File: src/rtl/alu_muldiv_if.sv
// alu_muldiv_if -- request/response bundle for the iterative MIPS HI/LO unit.
//   start  : operation request, sampled on the rising clock edge
//   func   : MIPS R-type funct code (mult/multu/div/divu/mthi/mtlo/mfhi/mflo)
//   a, b   : operands rs / rt
//   busy   : an iterative multiply/divide is in progress
//   done   : one-cycle pulse after HI/LO take an iterative result
//   hi, lo : HI and LO registers
//   result : hi when func is mfhi, otherwise lo
// master drives the request side, slave is the arithmetic unit.
interface alu_muldiv_if #(
  parameter int WIDTH = 32
);
  logic             start;
  logic [5:0]       func;
  logic [WIDTH-1:0] a;
  logic [WIDTH-1:0] b;
  logic             busy;
  logic             done;
  logic [WIDTH-1:0] hi;
  logic [WIDTH-1:0] lo;
  logic [WIDTH-1:0] result;

  modport master (
    output start, func, a, b,
    input  busy, done, hi, lo, result
  );

  modport slave (
    input  start, func, a, b,
    output busy, done, hi, lo, result
  );
endinterface

File: src/rtl/alu_muldiv.sv
// alu_muldiv -- iterative multiply/divide unit with MIPS-style HI/LO registers.
// Multiplies by shift-add and divides by restoring shift-subtract, one bit per
// clock, on operand magnitudes; signs are reapplied in a final FIX cycle.
// Ports:
//   clk : clock, all state updates on the rising edge
//   rst : synchronous active-high reset (clears state, HI and LO)
//   bus : alu_muldiv_if.slave -- start/func/a/b in, busy/done/hi/lo/result out
module alu_muldiv #(
  parameter int WIDTH = 32
) (
  input  logic         clk,
  input  logic         rst,
  alu_muldiv_if.slave  bus
);

  localparam int CW = $clog2(WIDTH + 1);

  localparam logic [5:0] F_MULT  = 6'b011000;
  localparam logic [5:0] F_MULTU = 6'b011001;
  localparam logic [5:0] F_DIV   = 6'b011010;
  localparam logic [5:0] F_DIVU  = 6'b011011;
  localparam logic [5:0] F_MTHI  = 6'b010001;
  localparam logic [5:0] F_MTLO  = 6'b010011;
  localparam logic [5:0] F_MFHI  = 6'b010000;

  typedef enum logic [1:0] {IDLE, CALC, FIX} state_t;

  // Two's complement negate when n is set.
  function automatic logic [WIDTH-1:0] neg_w(input logic [WIDTH-1:0] v, input logic n);
    return n ? (~v + 1'b1) : v;
  endfunction

  function automatic logic [2*WIDTH-1:0] neg_2w(input logic [2*WIDTH-1:0] v, input logic n);
    return n ? (~v + 1'b1) : v;
  endfunction

  // Magnitude of v; the most negative value maps onto itself, which is the
  // correct unsigned magnitude 2^(WIDTH-1).
  function automatic logic [WIDTH-1:0] mag(input logic [WIDTH-1:0] v, input logic sgn);
    return neg_w(v, sgn & v[WIDTH-1]);
  endfunction

  state_t             state;
  logic [CW-1:0]      cnt;
  logic               busy_r;
  logic               done_r;
  logic [WIDTH-1:0]   hi_r;
  logic [WIDTH-1:0]   lo_r;

  // Operation context latched at start; datapath only, not reset.
  logic [2*WIDTH-1:0] acc;
  logic [WIDTH-1:0]   opnd;
  logic [WIDTH-1:0]   a_raw;
  logic               is_div;
  logic               neg_q;
  logic               neg_r;
  logic               b_zero;

  logic               op_signed;
  logic               sign_a;
  logic               sign_b;
  logic               is_muldiv;
  logic [WIDTH:0]     mul_sum;
  logic [WIDTH:0]     div_sh;
  logic [WIDTH:0]     div_diff;
  logic [2*WIDTH-1:0] acc_next;
  logic [2*WIDTH-1:0] prod_fix;
  logic [WIDTH-1:0]   fix_hi;
  logic [WIDTH-1:0]   fix_lo;

  always_comb begin
    op_signed = (bus.func == F_MULT) || (bus.func == F_DIV);
    sign_a    = op_signed & bus.a[WIDTH-1];
    sign_b    = op_signed & bus.b[WIDTH-1];
    is_muldiv = (bus.func == F_MULT) || (bus.func == F_MULTU) ||
                (bus.func == F_DIV)  || (bus.func == F_DIVU);
  end

  // One iteration step. Multiply: acc = {partial, multiplier}, add the
  // multiplicand to the upper half when the multiplier LSB is set, then shift
  // right. Divide: acc = {remainder, dividend}, shift left one bit and keep the
  // trial subtraction when it does not borrow; quotient bits enter at the LSB.
  always_comb begin
    mul_sum  = {1'b0, acc[2*WIDTH-1:WIDTH]} + (acc[0] ? {1'b0, opnd} : {(WIDTH+1){1'b0}});
    div_sh   = {acc[2*WIDTH-1:WIDTH], acc[WIDTH-1]};
    div_diff = div_sh - {1'b0, opnd};
    acc_next = {mul_sum, acc[WIDTH-1:1]};
    if (is_div) begin
      if (!div_diff[WIDTH])
        acc_next = {div_diff[WIDTH-1:0], acc[WIDTH-2:0], 1'b1};
      else
        acc_next = {div_sh[WIDTH-1:0], acc[WIDTH-2:0], 1'b0};
    end
  end

  // Sign correction. Divide by zero bypasses the iterative result: the
  // restoring loop already yields all-ones/dividend on magnitudes, but signed
  // correction would disturb that, so it is forced here.
  always_comb begin
    prod_fix = neg_2w(acc, neg_q);
    fix_hi   = prod_fix[2*WIDTH-1:WIDTH];
    fix_lo   = prod_fix[WIDTH-1:0];
    if (is_div) begin
      if (b_zero) begin
        fix_hi = a_raw;
        fix_lo = {WIDTH{1'b1}};
      end else begin
        fix_hi = neg_w(acc[2*WIDTH-1:WIDTH], neg_r);
        fix_lo = neg_w(acc[WIDTH-1:0], neg_q);
      end
    end
  end

  always_ff @(posedge clk) begin
    if (rst) begin
      state  <= IDLE;
      cnt    <= '0;
      busy_r <= 1'b0;
      done_r <= 1'b0;
      hi_r   <= '0;
      lo_r   <= '0;
    end else begin
      done_r <= 1'b0;
      case (state)
        IDLE: begin
          if (bus.start) begin
            if (is_muldiv) begin
              is_div <= (bus.func == F_DIV) || (bus.func == F_DIVU);
              neg_q  <= sign_a ^ sign_b;
              neg_r  <= sign_a;
              b_zero <= (bus.b == '0);
              a_raw  <= bus.a;
              if ((bus.func == F_DIV) || (bus.func == F_DIVU)) begin
                acc  <= {{WIDTH{1'b0}}, mag(bus.a, op_signed)};
                opnd <= mag(bus.b, op_signed);
              end else begin
                acc  <= {{WIDTH{1'b0}}, mag(bus.b, op_signed)};
                opnd <= mag(bus.a, op_signed);
              end
              cnt   <= CW'(WIDTH);
              state <= CALC;
            end else if (bus.func == F_MTHI) begin
              hi_r <= bus.a;
            end else if (bus.func == F_MTLO) begin
              lo_r <= bus.a;
            end
          end
        end
        // ---- CALC: WIDTH iteration steps, then one terminal-count cycle ----
        CALC: begin
          busy_r <= 1'b1;
          if (cnt == '0) begin
            state <= FIX;
          end else begin
            acc <= acc_next;
            cnt <= cnt - 1'b1;
          end
        end
        // ---- FIX: sign-corrected result lands in HI/LO ----
        FIX: begin
          hi_r   <= fix_hi;
          lo_r   <= fix_lo;
          done_r <= 1'b1;
          busy_r <= 1'b0;
          state  <= IDLE;
        end
        default: state <= IDLE;
      endcase
    end
  end

  assign bus.busy   = busy_r;
  assign bus.done   = done_r;
  assign bus.hi     = hi_r;
  assign bus.lo     = lo_r;
  assign bus.result = (bus.func == F_MFHI) ? hi_r : lo_r;

endmodule

File: src/flat_wrapper.sv
// flat-port wrapper written by rule: the top's interface ports become plain ports
module alu_muldiv_flat 
#(
  parameter int WIDTH = 32
)
  (clk, rst, bus_start, bus_func, bus_a, bus_b, bus_busy, bus_done, bus_hi, bus_lo, bus_result);
  alu_muldiv_if #(.WIDTH(WIDTH)) bus_i ();
  input  logic clk;
  input  logic rst;
  input wire logic [$bits(bus_i.start)-1:0] bus_start;
  input wire logic [$bits(bus_i.func)-1:0] bus_func;
  input wire logic [$bits(bus_i.a)-1:0] bus_a;
  input wire logic [$bits(bus_i.b)-1:0] bus_b;
  output wire logic [$bits(bus_i.busy)-1:0] bus_busy;
  output wire logic [$bits(bus_i.done)-1:0] bus_done;
  output wire logic [$bits(bus_i.hi)-1:0] bus_hi;
  output wire logic [$bits(bus_i.lo)-1:0] bus_lo;
  output wire logic [$bits(bus_i.result)-1:0] bus_result;
  assign bus_i.start = bus_start;
  assign bus_i.func = bus_func;
  assign bus_i.a = bus_a;
  assign bus_i.b = bus_b;
  assign bus_busy = bus_i.busy;
  assign bus_done = bus_i.done;
  assign bus_hi = bus_i.hi;
  assign bus_lo = bus_i.lo;
  assign bus_result = bus_i.result;
  alu_muldiv #(.WIDTH(WIDTH)) u_core (.clk(clk), .rst(rst), .bus(bus_i));
endmodule
File: config.mk
export PLATFORM = sky130hd
export DESIGN_NAME = alu_muldiv_flat
export DESIGN_NICKNAME = d
export VERILOG_FILES = /design/src/rtl/alu_muldiv_if.sv /design/src/rtl/alu_muldiv.sv /design/src/flat_wrapper.sv
export SDC_FILE = /design/constraint.sdc
export NUM_CORES = 1
export LEC_CHECK = 0
export ABC_CLOCK_PERIOD_IN_PS = 12950
export CAP_MARGIN = 20
export CORE_MARGIN = 10
export CORE_UTILIZATION = 30
export DETAILED_ROUTE_END_ITERATION = 10
export DONT_BUFFER_PORTS = 1
export PLACE_DENSITY_LB_ADDON = 0.05
export SYNTH_ARGS = -nofsm -noshare
export SYNTH_HDL_FRONTEND = slang
export SYNTH_SLANG_ARGS = --single-unit
export TNS_END_PERCENT = 10
File: constraint.sdc
create_clock -name clk -period 12.95 [get_ports clk]
set_input_delay 1.9425 -clock clk [delete_from_list [all_inputs] [get_ports clk]]
set_output_delay 1.9425 -clock clk [all_outputs]
set_load 0.05 [all_outputs]
* Yosys cells after proc, flatten, opt, wreduce, memory -nomap -nowiden
Index checks and enable logic that the tools add are counted.
Storage, ports and cells: register bits 206, output and inout bits 98, input bits 73, word-level logic and storage cells 102
Operators by class: multiplexer cells 38, reduce and logical (&&, ||, !) cells 17, bitwise gates (word level) 9, add/subtract/negate cells 8, equality and inequality tests 17
Operators by type and width (number):
- two-way mux 32 bit | 19
- two-way mux 64 bit | 6
- adder 32 x 1 -> 32 bit, second input constant | 4
- NOT 32 bit | 4
- one-hot mux 32 bit (2 select lines) | 2
- one-hot mux 64 bit (2 select lines) | 1
- adder 64 x 1 -> 64 bit, second input constant | 1
- NOT 64 bit | 1
- == test 6 x 5 -> 1 bit, second input constant | 7
- adder 32 x 33 -> 33 bit | 1
- subtractor 33 x 32 -> 33 bit | 1
- logical NOT 32 bit | 1
- two-way mux 6 bit | 3
- one-hot mux 6 bit (2 select lines) | 1
- AND reduction 4 bit | 3
- AND reduction 5 bit | 2
- inequality test 2 x 1 -> 1 bit, second input constant | 4
- inequality test 2 bit, second input constant | 4
- logical NOT 6 bit | 1
- two-way mux 2 bit | 3
- nonzero test 2 bit | 3
- subtractor 6 x 1 -> 6 bit, second input constant | 1
- logical OR 1 bit | 5
- one-hot mux 2 bit (2 select lines) | 1
- other kinds (9) | 10

* Depth between registers and ports, before layout
word-level depth 8, depth in mapped cells 14, mapped depth without buffers 12

* Least setup slack after synthesis
No wires, ideal clock.
path type input to register, start point input port bus_func[2], end point register u_core.a_raw[0] (enable), setup time 0.592 ns, required time 12.358 ns, slack 4.840 ns, stages on the path 3, path buffers 0, arrival 7.518 ns, cell sequence nor4bb_1 nand2_1 nor3b_1
On the way: longest elaborated chain between the ends 5, elaborated cells between the ends (all ways) 8, classes of those cells eq/ne: 4; reduce/logical: 4
RTL lines:
- start: declaration | line flat_wrapper.sv:11 | input wire logic [$bits(bus_i.func)-1:0] bus_func;
- == test 6 x 5 -> 1 bit | line alu_muldiv.sv:75 | is_muldiv = (bus.func == F_MULT) || (bus.func == F_MULTU) ||
- logical OR 1 bit (2 in a row) | line alu_muldiv.sv:75
- logical OR 1 bit * | line alu_muldiv.sv:76 | (bus.func == F_DIV) || (bus.func == F_DIVU);
- AND reduction 4 bit (no source line) *
- end signal: assignment | line alu_muldiv.sv:132 | a_raw <= bus.a;
- end: declaration | line alu_muldiv.sv:53 | logic [WIDTH-1:0] a_raw;
Every way passes the cells marked *; elsewhere a longest branch is shown, timed or not. A chain may end at the register's enable or synchronous reset.

* Worst setup path after layout
start point input port bus_func[3], end point output port bus_result[5]
On the way: longest elaborated chain between the ends 2
RTL lines:
- == test 6 x 5 -> 1 bit | line alu_muldiv.sv:176 | assign bus.result = (bus.func == F_MFHI) ? hi_r : lo_r;
- two-way mux 32 bit | line alu_muldiv.sv:176
- end: declaration | line flat_wrapper.sv:18 | output wire logic [$bits(bus_i.result)-1:0] bus_result;
No other way between the ends.

==> summary.txt <==
Global routing
  – Largest net degree at the start of global routing: 77
  – Initial antenna violation count: 0
  – GRT Util Overall: 21.2%
  – First-pass GRT wire length: 109 mm
  – GRT overflow: 0
  – Vias in the first global route: 15.7k

CTS
  – CTS tree: built
  – TritonCTS Sinks: 206
  – Clock slew at reported path FFs: 0.06 ns
  – Root buffer cell: clkbuf_16
  – Worst-case clock buffer depth: 3
  – CTS H-tree depth: 1
  – Worst-skew pair later-pin latency: 0.58 ns
  – Hold buffers post-CTS: 0
  – Post-cts gate resize count: 0
  – Postcts setup bufs: 0
  – Inserted Clock Buffers: 29

Critical path
  – CP startpoint kind: input port
  – Crit path max-delay family: simple AND/OR/NAND/NOR gates
  – Crit path capture type: output pin
  – Crit-path cells: or4b_2 > or3_1 > buf_4 > mux2_2
  – CP Data Required Time: between 10 and 15 ns
  – Reg2Reg Launch Point: u_core.acc[0]
  – Crit path buf inv count: 1
  – Worst R2R Path Depth: 13
  – Crit path kind: in -> out
  – Crit-path slowest cell: or4b_2
  – Critical Path AT: 3.70 ns
  – Worst Path Max Fanout: 32
  – Flop2flop setup slack: approximately 8.1 ns
  – Reg2reg end: u_core.acc[60]
  – Max incr delay on CP: 0.69 ns

Route
  – Drt first pass iters: 7
  – Remaining antenna violation count: 0
  – Residual DRC: 0
  – Drt wl/cell: 26.7 µm
  – Vias/cell: 5.78
  – Initial DRC Count: 1144
  – Drt total wl: 74.0 mm
  – Vias: 16.0k

Yosys
  – Top-count cell post-synth: nand2_1
  – #FFs+latches synth: 206
  – Synth Instances: between 2k and 2.5k
  – Post-synth top flop: edfxtp_1
  – Commonest cells post-synth: 213 x nand2_1, 179 x a21oi_1, 149 x nor2_1, 133 x o21ai_0, 132 x edfxtp_1
  – Post-synth top area cell: edfxtp_1
  – Number of enable flip-flop cells after synthesis: 132
  – YS warnings: 0
  – Post-synth ARST share: 0%
  – Synth unique cells: 84
  – Synth top area share: ~23%
  – Net count after synthesis: roughly 2.2k
  – Seq/Total Area, Yosys: 31.8%
  – Syn Area/Cell: around 8.3 µm²
  – Mapped Area: between 0.015 and 0.02 mm²
  – Top cells by area, synth: edfxtp_1 23%, dfxtp_1 8.6%, xnor2_1 5.7%

STA
  – Fin Clk Skew: 0.0124 ns
  – Final TNS setup: 0 ns
  – Crit share post-route: between 40% and 50%
  – Worst slew margin: 29.0%
  – Worst slew pin tran: 1.07 ns
  – Fin crit period: 5.64 ns
  – Final hold viol count: 0
  – Final worst setup slack: 7.31 ns
  – RSZ-0062 raised after global routing: no
  – Slew Viols, Final: 0
  – FMAX: about 180 MHz
  – Finish-stage setup viols: 0

Placement
  – DP Worst Slack: 7.31 ns
  – DP Cell Count: 2713
  – Number of port buffers: 0
  – Estimated wirelength of the detail-placed design: approximately 56 mm
  – RePlAce Congestion: approximately 0.91

Worst hold path
  – Endpoint, Worst Hold: u_core.cnt[5]
  – Hold depth: 2
  – Hold WC Path Type: reg -> reg
  – Worst hold start: u_core.cnt[5]

Floorplanning
  – Die X: about 260 µm
  – Starting density of the core: 30.3%
  – Rows: 87
  – Die area: 0.0671 mm²
  – Die Ht: around 260 µm
  – I/O pins: 171
  – Core area: ~0.056 mm²

Run
  – Max-Cap Viols: 0

Finish
  – Area Overhead vs Synth: 9.65%
  – # fillers: 5976
  – Layout cells sized above 1: 7.70%
  – Diode count: 0
  – Final nets: 2136
  – Fin cells: 2768

Outcome
  – Outcome: complete, no violations

Power
  – Peak VDD IR: 0.0865 mV
  – Leak: 6.63 nW
  – Pwr/cell area: between 100 and 150 mW/mm²
-- layer usage --
layer,GRT usage (%),vias to the layer above,part of all wire (%)
met5,0,-,0
met4,5.00,0,2.2
met3,3.41,70,5.1
met2,36.6,411,49
met1,27.2,7951,44
li1,-,7565,-
-- power by group --
part           internal, mW  switching, mW
combinational         0.113          0.212
clock                 0.451          0.329
sequential            0.728         0.0717
-- worst max-delay path by stage --
| stage | endpoint | startpoint | cells past startpoint |
|---|---|---|---|
| 4_1_cts | bus_result[1] | bus_func[3] | 4 |
| 6_report | bus_result[5] | bus_func[3] | 4 |
| 5_1_grt | bus_result[6] | bus_func[3] | 4 |
| 2_1_floorplan | u_core.a_raw[0] | bus_func[2] | 3 |
| 3_5_place_dp | bus_result[5] | bus_func[3] | 4 |
| 3_3_place_gp | bus_result[3] | bus_func[3] | 4 |
-- layout by cell type (no fill, tap or decap), types with 32 or more instances in the layout --
cell	count
nand2_1	212
o211ai_1	43
xnor2_1	112
dfxtp_1	74
buf_4	32
a211oi_1	46
xor2_1	65
edfxtp_1	132
ha_1	70
mux2_2	33
inv_1	74
mux2i_1	78
nor2_1	147
nand3_1	58
o221ai_1	35
nor3_1	52
a21oi_1	178
o21ai_0	133
-- worst register-to-register path: stages, from the launching register on --
cell      delay [ns]
edfxtp_1        0.52
inv_1           0.16
buf_4           0.36
nor2_1          0.16
ha_1            0.31
a211oi_1        0.36
o211ai_1        0.24
a221oi_1        0.72
o211a_1         0.34
o221ai_1        0.27
a311oi_1        0.61
o21bai_1        0.15
xor2_1          0.18
o2111a_1        0.23
-- registers in the layout, summed over array words and instances, names as in the netlist, 2 cells and up --
name,cells
u_core.acc,64
u_core.a_raw,32
u_core.bus.hi,32
u_core.bus.lo,32
u_core.opnd,32
u_core.cnt,6
u_core.state,2
-- logic make-up (layout without fill, tap and decap cells) --
logic type,Yosys count,in the layout,synth area share [%]
and+or+nand+nor,642,642,18.0
DFF,206,206,31.8
muxes,111,111,6.73
adders and majority gates,74,74,5.49
xor gates and xnor gates,177,177,9.05
AOI/OAI and AO/OA,638,638,24.2
buffers and inverters,206,164,4.70
-- cell type report --
class / count / area, µm² / share of cell area, %
Inverter: 77 / 289 / 1.54
Sequential cell: 206 / 5450 / 29.0
Timing Repair Buffer: 33 / 268 / 1.43
Multi-Input combinational cell: 1642 / 10900 / 58.2
Clock buffer: 41 / 843 / 4.49
Clock inverter: 13 / 68.8 / 0.366
Tap cell: 756 / 946 / 5.04
-- per-stage QoR --
step,hold WS [ns],utilization (%),total power [mW],instance area [µm²]
detailed placement,0.485,31.6,1.14,17800
finish,0.498,33.2,1.90,18800
global placement,0.480,31.6,1.14,17800
floorplan,0.466,-,1.03,17100
global route,0.528,33.2,1.98,18800
CTS,0.495,33.2,1.93,18800
Power figures use the tool's default switching activity.
